## src/rtl/lcd_pkg.sv

```systemverilog
// lcd_pkg: shared LCD state encoding, instruction field indices and default timing constants.
package lcd_pkg;
   typedef enum logic [3:0] {
      IDLE, UP_SETUP, UP_EN, UP_HOLD, GAP, LO_SETUP, LO_EN, LO_HOLD, EXEC_WAIT
   } state_t;
   localparam int RS_BIT      = 9;
   localparam int RW_BIT      = 8;
   localparam int DATA_MSB    = 7;
   localparam int TIMER_W     = 17;
   localparam int T_SETUP_DEF = 2;
   localparam int T_EN_DEF    = 12;
   localparam int T_HOLD_DEF  = 1;
   localparam int T_GAP_DEF   = 50;
   localparam int T_EXEC_DEF  = 2000;
   localparam int T_CLEAR_DEF = 82000;
   function automatic state_t next_state(input state_t s);
      return (s == EXEC_WAIT) ? IDLE : state_t'(s + 4'd1);
   endfunction
   function automatic logic upper_phase(input state_t s);
      return (s == UP_SETUP) || (s == UP_EN) || (s == UP_HOLD);
   endfunction
endpackage

```

## src/rtl/lcd_wait_timer.sv

```systemverilog
// lcd_wait_timer: loadable down-counter that stops at zero.
module lcd_wait_timer #(
   parameter int W = 17
) (
   input  logic         clk,
   input  logic         reset,
   input  logic         load,
   input  logic [W-1:0] load_value,
   output logic [W-1:0] value,
   output logic         zero
);
   logic [W-1:0] value_q, value_d;
   always_comb value_d = load ? load_value : (value_q != '0) ? value_q - W'(1) : value_q;
   always_ff @(posedge clk or posedge reset)
      if (reset) value_q <= '0;
      else value_q <= value_d;
   assign value = value_q;
   assign zero  = (value_q == '0);
endmodule

```

## src/rtl/lcd_instruction_executor.sv

```systemverilog
// lcd_instruction_executor: drives one 10-bit instruction onto the 4-bit LCD bus as two E strobes.
// Define LCD_CLEAR_WAIT_EN to give clear/return-home the long T_CLEAR execution wait.
module lcd_instruction_executor
   import lcd_pkg::*;
#(
   parameter int T_SETUP = T_SETUP_DEF,
   parameter int T_EN    = T_EN_DEF,
   parameter int T_HOLD  = T_HOLD_DEF,
   parameter int T_GAP   = T_GAP_DEF,
   parameter int T_EXEC  = T_EXEC_DEF
`ifdef LCD_CLEAR_WAIT_EN
   ,
   parameter int T_CLEAR = T_CLEAR_DEF
`endif
) (
   input  logic       clk,
   input  logic       reset,
   input  logic [9:0] instruction,
   input  logic       instruction_valid,
   output logic       instruction_done,
   output logic       busy,
   output logic       lcd_e,
   output logic       lcd_rs,
   output logic       lcd_rw,
   output logic [3:0] lcd_db
);
   localparam logic [TIMER_W-1:0] TL_SETUP = TIMER_W'(T_SETUP - 1);
   localparam logic [TIMER_W-1:0] TL_EN    = TIMER_W'(T_EN - 1);
   localparam logic [TIMER_W-1:0] TL_HOLD  = TIMER_W'(T_HOLD - 1);
   localparam logic [TIMER_W-1:0] TL_GAP   = TIMER_W'(T_GAP - 1);
   state_t               state_q, state_d;
   logic                 rs_q, rs_d;
   logic [DATA_MSB:0]    data_q, data_d;
   logic                 done_q, done_d, busy_q, busy_d, e_q, e_d, lcd_rs_q, lcd_rs_d;
   logic [3:0]           db_q, db_d;
   logic                 accept, tmr_load, tmr_zero;
   logic [TIMER_W-1:0]   tmr_load_val, exec_load, tmr_value_unused;
   logic                 unused_rw;
   assign unused_rw = instruction[RW_BIT];
`ifdef LCD_CLEAR_WAIT_EN
   assign exec_load = (!rs_q && data_q[7:2] == 6'd0) ? TIMER_W'(T_CLEAR - 1) : TIMER_W'(T_EXEC - 1);
`else
   assign exec_load = TIMER_W'(T_EXEC - 1);
`endif
   lcd_wait_timer #(.W(TIMER_W)) u_timer (
      .clk        (clk),
      .reset      (reset),
      .load       (tmr_load),
      .load_value (tmr_load_val),
      .value      (tmr_value_unused),
      .zero       (tmr_zero)
   );
   // Outputs are computed from the next state so they register alongside it.
   always_comb begin
      accept       = (state_q == IDLE) && instruction_valid;
      state_d      = accept ? UP_SETUP : (state_q != IDLE && tmr_zero) ? next_state(state_q) : state_q;
      rs_d         = accept ? instruction[RS_BIT] : rs_q;
      data_d       = accept ? instruction[DATA_MSB:0] : data_q;
      tmr_load     = (state_d != state_q);
      tmr_load_val = (state_d == UP_SETUP || state_d == LO_SETUP) ? TL_SETUP :
                     (state_d == UP_EN || state_d == LO_EN) ? TL_EN :
                     (state_d == UP_HOLD || state_d == LO_HOLD) ? TL_HOLD :
                     (state_d == GAP) ? TL_GAP :
                     (state_d == EXEC_WAIT) ? exec_load : '0;
      done_d       = (state_q == EXEC_WAIT) && (state_d == IDLE);
      busy_d       = (state_d != IDLE);
      e_d          = (state_d == UP_EN) || (state_d == LO_EN);
      lcd_rs_d     = busy_d && rs_d;
      db_d         = !busy_d ? 4'd0 : upper_phase(state_d) ? data_d[7:4] : data_d[3:0];
   end
   always_ff @(posedge clk or posedge reset)
      if (reset) begin
         state_q  <= IDLE;
         rs_q     <= 1'b0;
         data_q   <= '0;
         done_q   <= 1'b0;
         busy_q   <= 1'b0;
         e_q      <= 1'b0;
         lcd_rs_q <= 1'b0;
         db_q     <= '0;
      end else begin
         state_q  <= state_d;
         rs_q     <= rs_d;
         data_q   <= data_d;
         done_q   <= done_d;
         busy_q   <= busy_d;
         e_q      <= e_d;
         lcd_rs_q <= lcd_rs_d;
         db_q     <= db_d;
      end
   assign instruction_done = done_q;
   assign busy             = busy_q;
   assign lcd_e            = e_q;
   assign lcd_rs           = lcd_rs_q;
   assign lcd_rw           = 1'b0;
   assign lcd_db           = db_q;
endmodule
```

## config.mk

```make
export PLATFORM = sky130hd
export DESIGN_NAME = lcd_instruction_executor
export DESIGN_NICKNAME = d
export VERILOG_FILES = /design/src/rtl/lcd_pkg.sv /design/src/rtl/lcd_wait_timer.sv /design/src/rtl/lcd_instruction_executor.sv
export SDC_FILE = /design/constraint.sdc
export NUM_CORES = 1
export LEC_CHECK = 0
export ABC_AREA = 1
export CELL_PAD_IN_SITES_DETAIL_PLACEMENT = 0
export CELL_PAD_IN_SITES_GLOBAL_PLACEMENT = 1
export CORE_UTILIZATION = 35
export DETAILED_ROUTE_END_ITERATION = 12
export MAX_ROUTING_LAYER = met4
export PLACE_DENSITY = 0.68
export SLEW_MARGIN = 20
export SYNTH_ARGS = -nofsm -noshare
export SYNTH_HDL_FRONTEND = slang
export SYNTH_SLANG_ARGS = --single-unit
```

## constraint.sdc

```tcl
create_clock -name clk -period 1.8 [get_ports clk]
set_clock_uncertainty 0.05 [all_clocks]
set_input_delay 0.27 -clock clk [delete_from_list [all_inputs] [get_ports clk]]
set_output_delay 0.27 -clock clk [all_outputs]
set_load 0.02 [all_outputs]
```

; ---- After elaboration in Yosys (flattened, before gate mapping)
; Index checks and enable logic that the tools add are counted.
[word_totals]
register_bits = 38
elab_cells = 51
[op_classes]
add_sub_neg = 2
eq_ne = 10
n_mux = 14
n_reduce_logical = 16
[op_table]
columns = op, n
row1 = $mux 11, 5
row2 = $mux 17, 2
row3 = $mux 4, 5
row4 = $logic_not 17->1, 1
row5 = $reduce_bool 17->1, 1
row6 = $sub 17x1->17 const B, 1
row7 = $eq 4x3->1 const B, 4
row8 = $eq 4x2->1 const B, 2
row9 = $eq 4x4->1 const B, 2
row10 = $logic_not 4->1, 2
row11 = $mux 8, 1
row12 = $reduce_bool 4->1, 2
row13 = $logic_or 1x1->1, 5
row14 = $add 4x1->4 const B, 1
row15 = $eq 4x1->1 const B, 1
row16 = $logic_and 1x1->1, 4
row17 = $ne 4x4->1, 1
row18 = $reduce_bool 2->1, 1
row19 = $mux 1, 1

; ---- Longest topological paths before layout
[logic_depth]
word_depth = 11
mapped_depth = 17
ltp_nobuf = 17

; ---- Cells and area by module
; Synthesis repeated with hierarchy kept, for this count alone.
[hier_totals]
hier_cells = 300
area_unflattened_um2 = 2408.6
[modules_own_cells]
columns = mod, n_inst, cells_per_inst, area_per_inst_um2
row1 = lcd_wait_timer, 1, 172, 1221.2
row2 = lcd_instruction_executor, 1, 128, 1187.4

; ---- Worst setup path after synthesis
; OpenSTA, ideal clock, no wires.
[synth_path]
kind = register to register
from = register u_timer.value_q[0] (netlist: u_timer.value[0])
to = register u_timer.value_q[3] (netlist: u_timer.value[3])
t_arrival_ns = 1.771
required_time_ns = 1.633
path_slack_ns = -0.138
path_stages_with_launch = 17
path_cell_list = dfrtp_1 > inv_1 > ha_1 > inv_1 > nor2_1 > nand2_1 > nor2_1 > nand2_2 > nor2_2 > o211ai_1 > o21ai_1 > nor2_2 > buf_6 > inv_2 > nand2_2 > nand2_1 > nor2_1
[synth_via]
elab_chain_len = 11
elab_cells_between_ends = 26
classes_between = add/sub (1) / eq/ne (9) / mux (9) / reduce/logical (7)
[synth_lines]
columns = element, line
row1 = from (decl), lcd_wait_timer.sv:12  ; logic [W-1:0] value_q, value_d;
row2 = from (signal assigned), lcd_wait_timer.sv:16  ; else value_q <= value_d;
row3 = $logic_not 17->1, lcd_wait_timer.sv:18  ; assign zero = (value_q == '0);
row4 = $logic_and 1x1->1, lcd_instruction_executor.sv:56  ; state_d = accept ? UP_SETUP : (state_q != IDLE && tmr_zero) ? next_state(state_q) : state_q;
row5 = $mux 4 (2 in a row), lcd_instruction_executor.sv:56
row6 = $eq 4x4->1, lcd_instruction_executor.sv:64  ; (state_d == EXEC_WAIT) ? exec_load : '0;
row7 = $mux 11, lcd_instruction_executor.sv:64
row8 = $mux 11, lcd_instruction_executor.sv:63  ; (state_d == GAP) ? TL_GAP :
row9 = $mux 11, lcd_instruction_executor.sv:62  ; (state_d == UP_HOLD || state_d == LO_HOLD) ? TL_HOLD :
row10 = $mux 11, lcd_instruction_executor.sv:61  ; (state_d == UP_EN || state_d == LO_EN) ? TL_EN :
row11 = $mux 11, lcd_instruction_executor.sv:60  ; tmr_load_val = (state_d == UP_SETUP || state_d == LO_SETUP) ? TL_SETUP :
row12 = $mux 17, lcd_wait_timer.sv:13  ; always_comb value_d = load ? load_value : (value_q != '0) ? value_q - W'(1) : value_q;
; Parallel ways exist; a longest one is shown, timed or not. The select of a mux whose other input is x is not followed.
; A chain may end at the register's enable or synchronous reset.

; ---- Final worst setup path
[layout_path]
from = register state_q[1]
to = register u_timer.value_q[7] (netlist: u_timer.value[7])
[layout_via]
elab_chain_len = 11
elab_cells_between_ends = 28
classes_between = add/sub (1) / eq/ne (10) / mux (9) / reduce/logical (8)
[layout_lines]
columns = element, line
row1 = from (decl), lcd_instruction_executor.sv:31  ; state_t state_q, state_d;
row2 = from (signal assigned), lcd_instruction_executor.sv:82  ; state_q <= state_d;
row3 = $add 4x1->4 (tied with other cells), lcd_pkg.sv:17  ; return (s == EXEC_WAIT) ? IDLE : state_t'(s + 4'd1);
row4 = $mux 4 / $logic_and 1x1->1 (equally long branches), "lcd_pkg.sv:17, lcd_instruction_executor.sv:56"
row5 = $mux 4 (2 in a row), lcd_instruction_executor.sv:56
row6 = $eq 4x4->1, lcd_instruction_executor.sv:64
row7 = $mux 11, lcd_instruction_executor.sv:64
row8 = $mux 11, lcd_instruction_executor.sv:63
row9 = $mux 11, lcd_instruction_executor.sv:62
row10 = $mux 11, lcd_instruction_executor.sv:61
row11 = $mux 11, lcd_instruction_executor.sv:60
row12 = $mux 17, lcd_wait_timer.sv:13
; Parallel ways exist; a longest one is shown, timed or not.

==> results.py <==
metrics = {
    "outcome": {
        "outcome": "finished with violations",
        "violations": "setup timing",
    },
    "worst_setup_path": {
        "reg2reg_slack_ns": -0.32,
        "worstRegToRegCells": 14,
        "cp.arrival_ns": 2.25,
        "worstSetupPathType": "register to register",
        "timing.rr.end": "u_timer.value[7]",
        "worst_ep_required_time_ns": 1.93,
        "cp-end-kind": "register",
        "start_kind": "register",
        "r2r_start": "state_q[1]",
        "cp_max_fo": 7,
    },
    "finish": {
        "drive_gt1_frac": 0.4792,
        "syn_to_final_growth_pct": 65.82,
        "fin_nets": 377,
        "fin_cells": 433,
        "n_antenna_cell": 0,
        "final_core_util": 0.6171,
        "stdcell_area_um2": 3502,
    },
    "logic_synthesis": {
        "avgSynthCellArea_um2": 8.092,
        "synth_cell_types": 32,
        "ys_seq_area_frac": 0.4502,
        "synthCells": 261,
        "synthArstFlopShare": 1.000,
        "synth_most_common_cell": "nand2_1",
        "yosysWarningCount": 0,
        "ys_ff_latch": 38,
        "synthFlopType": "dfrtp_1",
        "yosysTopAreaCell": "dfrtp_1",
        "synth_common_cells": "60 x nand2_1, 38 x dfrtp_1, 38 x nor2_1",
        "synth_nets": 278,
        "synth_edf_count": 0,
        "syn_area_um2": 2112,
        "synth_top_area_share": 0.4502,
        "synthTopCellsByArea": "dfrtp_1 45%, nand2_1 11%, nor2_1 6.8%",
    },
    "clock_network": {
        "cts.sinks": 38,
        "holdBufCountCts": 0,
        "cts_buffers": 5,
        "clockBufferDepth": 2,
        "clk_latency_ns": 0.30,
        "htreeDepth": 2,
        "clk_pin_slew_ns": 0.08,
        "clock_tree.root_cell": "clkbuf_8",
        "cts_tree": "yes",
    },
    "drt": {
        "routed_wl_um": 5774,
        "vias": 1984,
        "drcViolationCount": 0,
        "drtIter0Drc": 68,
        "wl_per_cell_um": 13.33,
        "firstDrtPassIters": 4,
        "via_per_inst": 4.582,
        "drtAntennaViolNets": 0,
    },
    "global_route": {
        "overflow": 0,
        "grt_pass1_wl_um": 9466,
        "grt_use_total": 0.1993,
        "grt_pass1_vias": 2025,
        "antenna_found_initial": 0,
        "grt_max_degree": 39,
    },
    "power_and_ir_drop": {
        "p_leak_nw": 1.702,
        "powerDensity_nw_per_um2": 513.9,
        "p_total_mw": 1.800,
        "vdd_ir_drop_max_mv": 0.3668,
    },
    "min_path": {
        "hold_path.class": "input port to asynchronous set/reset pin",
    },
    "place": {
        "place_congestion": 0.8399,
        "place_area_um2": 2860,
        "port_buffers": 19,
        "placed_cells": 410,
        "pre_cts_slack_ns": -0.2727,
        "dp_hpwl_um": 3844,
    },
    "floorplan": {
        "io_pins": 22,
        "placementRows": 27,
        "start_util": 0.3721,
        "die_w_um": 79.68,
        "die_y_um": 79.68,
        "core_um2": 5675,
        "die_area_um2": 6349,
    },
    "timing": {
        "hold_slack_ns": 0.2609,
        "maxSlewViolCount": 0,
        "fin_setup_tns_ns": -5.831,
        "fin_crit_sh": 1.176,
        "fin_ws_ns": -0.3162,
        "finalSetupViolations": 25,
        "clock.fmax_ghz": 0.4725,
        "hold_violations": 0,
        "layout_min_cycle_time_ns": 2.116,
        "rsz0062_at_grt": "yes",
    },
    "flow_run": {
        "max_cap_viol_count": 0,
    },
}
-- logic make-up (layout without fill, tap and decap cells) --
kind of cell,count (synthesis),count (layout),synth area share
other cells,1,1,0.001776
fa+ha+maj,4,4,0.02370
compound gates,19,19,0.05332
flops,38,38,0.4502
simple gates,152,153,0.3483
buf+inv,33,132,0.06457
xor+xnor,14,14,0.05806
-- where the power goes --
part           total, mW  switching [mW]  internal (mW)
Combinational     0.0480          0.0227         0.0254
Sequential         0.853               0          0.853
Clock              0.899           0.343          0.556
-- what timing repair did --
action,CTS,global route
setup endpoints to repair,27,36
pin swaps,13,36
setup buffers,10,5
gates cloned,0,1
resized for setup,40,62
-- critical path, cell delays in order (launching register included) --
cell and delay [ns]:
dfrtp_1 0.40, inv_2 0.08, ha_4 0.12, inv_2 0.04
nor2_4 0.15, nor2_1 0.08, nand3_2 0.09, nand2_1 0.08
o21ai_2 0.15, nand3_2 0.11, nor2_4 0.24, buf_6 0.19
nand2_8 0.09, nor2_2 0.09, nor2_1 0.05
-- layer usage --
metal | wire length, um | track usage | part of all wire
met1 | 2662 | 0.2495 | 0.46
met2 | 2903 | 0.3325 | 0.50
met3 | 147 | 0.03771 | 0.025
met4 | 61 | 0.04545 | 0.011
met5 | 0 | - | 0
-- how the worst max path moves through the flow --
stage                           startpoint               end  slack [ns]
final                           state_q[1]  u_timer.value[7]       -0.32
after detailed placement        state_q[1]  u_timer.value[6]       -0.27
after global routing            state_q[1]  u_timer.value[7]       -0.47
after floorplan                 state_q[0]  u_timer.value[9]       -0.11
after global placement    u_timer.value[1]  u_timer.value[3]       -0.26
after CTS                 u_timer.value[1]  u_timer.value[1]       -0.27
-- cells in the final DEF, fill, tap and decap left out, types with 2 or more instances in the layout --
cell type,count
o21ai_0,2
o21ai_1,2
dfrtp_1,38
or2_2,3
nand2_2,13
nor2_1,19
xor2_1,10
bufinv_16,2
nor3_1,3
nand4_1,4
buf_4,61
clkbuf_8,5
xor2_2,2
nand2_4,7
nand3_4,2
nand3b_1,4
clkinv_1,2
buf_6,12
inv_2,7
nand2_8,2
o21ai_4,3
nand3_1,9
xnor2_1,2
clkdlybuf4s50_1,19
nand2_1,48
nand3_2,8
nor2_4,18
a31oi_1,4
ha_4,3
inv_4,4
inv_1,15
nor4_1,3
a21oi_2,4
nor2_2,10
-- state kept, by name (all words and copies together), names as in the netlist --
register,cells
busy,1
data_q,8
lcd_rs,1
instruction_done,1
lcd_db,4
u_timer.value,17
state_q,4
lcd_e,1
rs_q,1
-- area by class of cell --
cell class                      count  area, um^2
Timing Repair Buffer               94       818.3
Clock buffer                        5       68.82
Clock inverter                      3       68.82
Fill cell                         493        2173
Sequential cell                    38       950.9
Inverter                           30       131.4
Tap cell                           72       90.09
Multi-Input combinational cell    191        1374
Power figures use the tool's default switching activity.
